**src/rtl/fetch_stage.sv**
```systemverilog
// Instruction fetch stage: PC register, IDLE/RUN control and IF/ID pipeline register.
// Supports stall, branch redirect with a sticky misalignment flag, and a count of captured fetches.
module fetch_stage #(
  parameter logic [31:0] RESET_PC  = 32'h0000_0000,
  parameter logic [31:0] NOP_INSTR = 32'h0000_0013
) (
  input  logic        clk_i,
  input  logic        rst_i,
  input  logic        start_i,
  input  logic        stall_i,
  input  logic        branch_taken_i,
  input  logic [31:0] branch_target_i,
  output logic [31:0] imem_addr_o,
  input  logic [31:0] imem_instr_i,
  output logic [31:0] instr_o,
  output logic [31:0] pc_o,
  output logic [31:0] pc_plus4_o,
  output logic        valid_o,
  output logic        misalign_o,
  output logic [31:0] fetch_count_o
);

  typedef enum logic {
    S_IDLE = 1'b0,
    S_RUN  = 1'b1
  } state_t;

  state_t      r_state;
  state_t      w_state_nxt;

  logic [31:0] r_pc;
  logic [31:0] r_instr;
  logic [31:0] r_pc_id;
  logic [31:0] r_pc4_id;
  logic        r_valid;
  logic        r_misalign;
  logic [31:0] r_count;

  logic [31:0] w_pc_nxt;
  logic [31:0] w_instr_nxt;
  logic [31:0] w_pc_id_nxt;
  logic [31:0] w_pc4_id_nxt;
  logic        w_valid_nxt;
  logic        w_misalign_nxt;
  logic [31:0] w_count_nxt;

  logic [31:0] w_pc_plus4;
  logic [31:0] w_target;

  assign w_pc_plus4 = r_pc + 32'd4;
  assign w_target   = {branch_target_i[31:2], 2'b00};

  always_ff @(posedge clk_i) begin
    if (!rst_i) begin
      r_state <= S_IDLE;
    end else begin
      r_state <= w_state_nxt;
    end
  end

  // Redirect beats stall; pc_o/pc_plus4_o keep their last real values across bubbles.
  always_comb begin
    w_state_nxt    = r_state;
    w_pc_nxt       = r_pc;
    w_instr_nxt    = r_instr;
    w_pc_id_nxt    = r_pc_id;
    w_pc4_id_nxt   = r_pc4_id;
    w_valid_nxt    = r_valid;
    w_misalign_nxt = r_misalign;
    w_count_nxt    = r_count;
    case (r_state)
      S_IDLE: begin
        w_instr_nxt = NOP_INSTR;
        w_valid_nxt = 1'b0;
        if (start_i) begin
          w_state_nxt = S_RUN;
        end
      end
      S_RUN: begin
        if (branch_taken_i) begin
          w_pc_nxt    = w_target;
          w_instr_nxt = NOP_INSTR;
          w_valid_nxt = 1'b0;
          if (branch_target_i[1:0] != 2'b00) begin
            w_misalign_nxt = 1'b1;
          end
        end else if (!stall_i) begin
          w_instr_nxt  = imem_instr_i;
          w_pc_id_nxt  = r_pc;
          w_pc4_id_nxt = w_pc_plus4;
          w_valid_nxt  = 1'b1;
          w_pc_nxt     = w_pc_plus4;
          w_count_nxt  = r_count + 32'd1;
        end
      end
      default: begin
        w_state_nxt = S_IDLE;
      end
    endcase
  end

  always_ff @(posedge clk_i) begin
    if (!rst_i) begin
      r_pc       <= RESET_PC;
      r_instr    <= NOP_INSTR;
      r_pc_id    <= '0;
      r_pc4_id   <= '0;
      r_valid    <= 1'b0;
      r_misalign <= 1'b0;
      r_count    <= '0;
    end else begin
      r_pc       <= w_pc_nxt;
      r_instr    <= w_instr_nxt;
      r_pc_id    <= w_pc_id_nxt;
      r_pc4_id   <= w_pc4_id_nxt;
      r_valid    <= w_valid_nxt;
      r_misalign <= w_misalign_nxt;
      r_count    <= w_count_nxt;
    end
  end

  assign imem_addr_o   = r_pc;
  assign instr_o       = r_instr;
  assign pc_o          = r_pc_id;
  assign pc_plus4_o    = r_pc4_id;
  assign valid_o       = r_valid;
  assign misalign_o    = r_misalign;
  assign fetch_count_o = r_count;

endmodule

```
**config.mk**
```make
export PLATFORM = sky130hd
export DESIGN_NAME = fetch_stage
export DESIGN_NICKNAME = d
export VERILOG_FILES = /design/src/rtl/fetch_stage.sv
export SDC_FILE = /design/constraint.sdc
export NUM_CORES = 1
export LEC_CHECK = 0
export BUFFER_PORTS_ARGS = -buffer_cell sky130_fd_sc_hd__buf_2
export CORE_MARGIN = 5
export CORE_UTILIZATION = 35
export CTS_CLUSTER_DIAMETER = 40
export DETAILED_ROUTE_END_ITERATION = 12
export PLACE_DENSITY_LB_ADDON = 0.25
export SYNTH_ARGS = -nofsm -noshare
export SYNTH_HDL_FRONTEND = slang
export SYNTH_SLANG_ARGS = --single-unit
```
**constraint.sdc**
```tcl
create_clock -name clk_i -period 5.6 [get_ports clk_i]
set_clock_uncertainty 0.1 [all_clocks]
set_input_delay 0.28 -clock clk_i [delete_from_list [all_inputs] [get_ports clk_i]]
set_output_delay 0.28 -clock clk_i [all_outputs]
set_load 0.1 [all_outputs]
```
# --- Yosys cells after proc, flatten, opt, wreduce, memory -nomap -nowiden ---
# Cells that the tools add are included.
op_classes:
  n_mux: 10
  n_bitwise: 3
  reduce_logical: 4
  n_eq_ne: 2
  add_sub_neg: 2
op_table:
  columns: ["operator", "count"]
  rows:
  - ["$mux 32", 4]
  - ["$pmux 32 s2", 1]
  - ["$add 32x1->32 const B", 1]
  - ["$add 32x3->32 const B", 1]
  - ["$reduce_and 3->1", 2]
  - ["$mux 1", 4]
  - ["$ne 3x3->1 const B", 1]
  - ["$not 1->1", 3]
  - ["$ne 2x1->1 const B", 1]
  - ["$pmux 1 s2", 1]
  - ["$reduce_and 2->1", 1]
  - ["$reduce_bool 2->1", 1]
totals:
  out_inout_bits: 162
  regBits: 163

# --- Longest topological paths before layout ---
logic_depth:
  ltp_word: 3
  mapped_depth: 7
  depth_no_buf: 5

# --- Least setup slack after synthesis ---
# Ideal clock, no wire load.
synth_path:
  path_kind: "reg2reg"
  from: "reg r_pc[5], in the netlist imem_addr_o[5]"
  to: "reg r_pc[28], in the netlist imem_addr_o[28]"
  n_path_buf: 2
  setup_slack_ns: 2.731
  path_stages_with_launch: 7
  t_arrival_ns: 2.695
  required_ns: 5.426
  path_cell_list: "dfxtp_1 -> buf_2 -> nand4_4 -> or4_1 -> buf_2 -> or4_1 -> a31oi_1"
synth_via:
  elab_chain_cells: 3
synth_lines:
  columns: ["item", "line", "source"]
  rows:
  - ["start, declared", "31", "logic [31:0] r_pc;"]
  - ["start signal, assigned", "112", "r_pc <= w_pc_nxt;"]
  - ["$add 32x3->32", "50", "assign w_pc_plus4 = r_pc + 32'd4;"]
  - ["$mux 32", "87", "end else if (!stall_i) begin"]
  - ["$mux 32", "80", "if (branch_taken_i) begin"]
# Every way passes these cells. The select of a mux whose other input is x is not followed.
# A chain may end at the register's enable or synchronous reset.

# --- Worst setup path after layout ---
layout_path:
  from: "reg r_state"
  to: "reg r_count[28], in the netlist fetch_count_o[28]"
layout_via:
  elab_chain_cells: 1
layout_lines:
  columns: ["item", "line", "source"]
  rows:
  - ["start, declared", "28", "state_t r_state;"]
  - ["start signal, assigned", "57", "r_state <= w_state_nxt;"]
  - ["$reduce_and 3->1 (no line)", null, null]
  - ["end signal, assigned", "118", "r_count <= w_count_nxt;"]
  - ["end, declared", "37", "logic [31:0] r_count;"]
# Every way passes these cells.

==> results.py <==
metrics = {
    "clocking": {
        "ctsResizeCount": 0,
        "clockRootBuffer": "clkbuf_16",
        "post-cts-setup-buffers": 0,
        "cts.path.max_buffers": 2,
        "cts_hold_buf": 27,
        "htreeDepth": 4,
        "insertion_delay_ns": 0.43,
        "tritoncts": "yes",
        "cts.clk_slew.worst_paths_ns": 0.06,
        "clock_sinks": 157,
        "cts_inserted_buffers": 17,
    },
    "floorplanning": {
        "die_h_um": 153.0,
        "ios": 231,
        "die_w_um": 153.0,
        "initial_core_util": 0.3550,
        "placementRows": 52,
        "core_sq_um": 20170,
        "die-area_sq_um": 23420,
    },
    "yosys": {
        "synth.area.mux_share": 0.01538,
        "synth_top_family_by_area": "simple AND/OR/NAND/NOR gates",
        "yosysUniqueCellTypes": 53,
        "synth_compound_gate_area_share": 0.1981,
        "ys_top_cells_by_count": "dfxtp_1 (157), nand2_1 (119), a21oi_1 (69), nor2_1 (65), clkbuf_1 (62)",
        "ys_async_sr_fraction": 0,
        "synth_fa_ha_area_frac": 0.003495,
        "ys_ff_latch": 157,
        "yosysWarnings": 0,
        "yosys.area_share.xor_xnor": 0.02446,
        "synthCells": 886,
        "synth_edf_count": 0,
        "yosysTopAreaCellShare": 0.4389,
        "synth_flop_cell": "dfxtp_1",
        "yosysMostFrequentCell": "dfxtp_1",
        "synthSimpleGateAreaFrac": 0.2626,
        "netlist_area_sq_um": 7161,
        "yosys.area.top_type": "dfxtp_1",
        "seq_area_frac_synth": 0.4389,
        "synth.avg_cell_area_sq_um": 8.082,
        "synth_area_leaders": "dfxtp_1 (44%), nand2_1 (6.2%), a21oi_1 (4.8%), a22oi_1 (3.5%), or4_1 (3.5%)",
    },
    "placed_design": {
        "place_congestion": 0.7881,
        "dp_hpwl_mm": 15.18,
        "numPortBuffers": 224,
    },
    "global_routing": {
        "grt_pass1_vias": 7003,
        "overflow": 0,
        "antenna_found_initial": 1,
        "grt_max_degree": 79,
        "grtUsageTotal": 0.1937,
        "grt_pass1_wl_mm": 37.73,
    },
    "timing": {
        "relSlewSlack": 0.1927,
        "finalHoldViolations": 0,
        "rsz0062_at_grt": "no",
        "fmax_mhz": 321.4,
        "tns_ns": 0,
        "slew_violations": 0,
        "period_share": 0.5555,
        "whs_ns": 0.01460,
        "setup_violations": 0,
        "worst_slew_pin_slew_ns": 1.208,
        "post-route-min-period_ns": 3.111,
    },
    "status": {
        "status": "completed",
    },
    "hold_path": {
        "holdCritPathClass": "in2reg",
        "min_to": "instr_o[24]",
        "hold_path.startpoint": "imem_instr_i[24]",
        "hold_path_depth": 3,
    },
    "critical_path": {
        "r2r_cells": 5,
        "regToRegSetupSlack_ns": 2.49,
        "path_class": "reg2reg",
        "critPathLaunchType": "flop",
        "path_max_fanout": 30,
        "r2r_start": "r_state",
        "worst_ep_required_time_ns": 5.86,
        "arrival_ns": 3.37,
        "r2r_end": "fetch_count_o[28]",
        "worst_setup_path_end_kind": "flop",
    },
    "routing": {
        "vias": 7340,
        "antenna_left": 0,
        "firstDrtPassIters": 6,
        "vias_per_cell": 5.381,
        "routed_wl_mm": 23.00,
        "routedWlPerCell_um": 16.86,
        "dr.first_iter.drc_count": 377,
        "drc": 0,
    },
    "pwr": {
        "leakage_nw": 3.670,
        "power_density_nw_per_um2": 303.0,
        "ir_drop_v": 0.0002109,
    },
    "final_layout": {
        "area_growth_pct": 28.60,
        "finalNetCount": 1151,
        "drive_gt1_frac": 0.2434,
    },
    "flow_run": {
        "drv_cap": 0,
    },
}
==> through the flow <==
step | util | worst slack (ns) | instance area (sq um) | cells | power, mW
final | 0.4566 | 2.489 | 9209 | 1364 | 2.790
after global routing | 0.4566 | 2.221 | 9209 | 1364 | 2.894
after CTS | 0.4565 | 2.424 | 9206 | 1363 | 2.819
after detailed placement | 0.4127 | 2.054 | 8324 | 1304 | 1.587
after global placement | 0.4127 | 2.198 | 8324 | 1304 | 1.585
after floorplan | - | 2.731 | 7179 | 891 | 1.502
==> worst max-delay path by stage <==
stage              startpoint                 to  slack (ns)  cells after the start
2_1_floorplan  imem_addr_o[5]    imem_addr_o[28]        2.73                      6
3_3_place_gp   branch_taken_i    imem_addr_o[29]        2.20                      5
3_5_place_dp   branch_taken_i    imem_addr_o[29]        2.05                      5
4_1_cts               r_state  fetch_count_o[28]        2.42                      5
5_1_grt        branch_taken_i    imem_addr_o[29]        2.22                      5
6_report              r_state  fetch_count_o[28]        2.49                      5
==> metal layers <==
layer,vias to the layer above,GRT usage,routed length (um),part of all wire
li1,3609,-,-,-
met1,3434,0.2558,10400,0.45
met2,266,0.3017,10430,0.45
met3,31,0.05796,1706,0.074
met4,0,0.06831,450,0.020
met5,-,0,0,0
==> where the power goes <==
part / leakage [nW] / internal (mW) / switching, mW
registers: 1.27 / 1.14 / 0.0437
logic: 2.10 / 0.0840 / 0.305
clock network: 0.298 / 0.739 / 0.475
==> sequential cells by signal, indices dropped and copies added (netlist names) <==
register / flops
fetch_count_o: 32
instr_o: 32
imem_addr_o: 30
pc_o: 30
pc_plus4_o: 30
misalign_o: 1
r_state: 1
valid_o: 1
==> final cells by class <==
cell class | count | area (sq um)
tap | 270 | 337.8
clock inverter | 9 | 133.9
sequential | 157 | 3143
antenna | 1 | 2.502
fill | 2076 | 10960
inverter | 9 | 36.28
timing repair buffer | 257 | 1436
clock buffer | 23 | 478.0
multi-input combinational | 638 | 3641
==> critical path, stage by stage (launching register included) <==
cell	delay (ns)
dfxtp_1	1.05
nor4bb_1	0.38
buf_4	0.20
nand4_1	0.51
or4_1	0.66
a21oi_1	0.14
==> kinds of logic after synthesis <==
logic type | Yosys count
AOI/OAI and AO/OA | 230
xor gates and xnor gates | 20
adders and majority gates | 2
buffers and inverters | 96
DFF | 157
muxes | 11
other | 1
and+or+nand+nor | 369
==> cells in the final DEF, fill, tap and decap left out, types with 6 or more instances in the layout <==
master,synthesis,layout
buf_2,15,224
dfxtp_1,157,157
nand2_1,119,119
a21oi_1,69,69
nor2_1,65,65
o21ai_0,46,46
a22oi_1,33,33
or4_1,33,33
nand3_1,32,32
dlygate4sd3_1,0,27
a31oi_1,26,26
nand4_1,24,24
and3_1,21,21
o31ai_1,18,18
or3_1,17,17
clkbuf_16,0,17
nor3_1,14,14
nor4_1,12,12
xnor2_1,12,12
o211ai_1,11,11
mux2i_1,11,11
inv_1,9,8
and4_1,8,8
xor2_1,8,8
nand2b_1,7,7
and2_1,6,6
conb_1,1,6
buf_4,6,6
(Power assumes the default switching activity.)
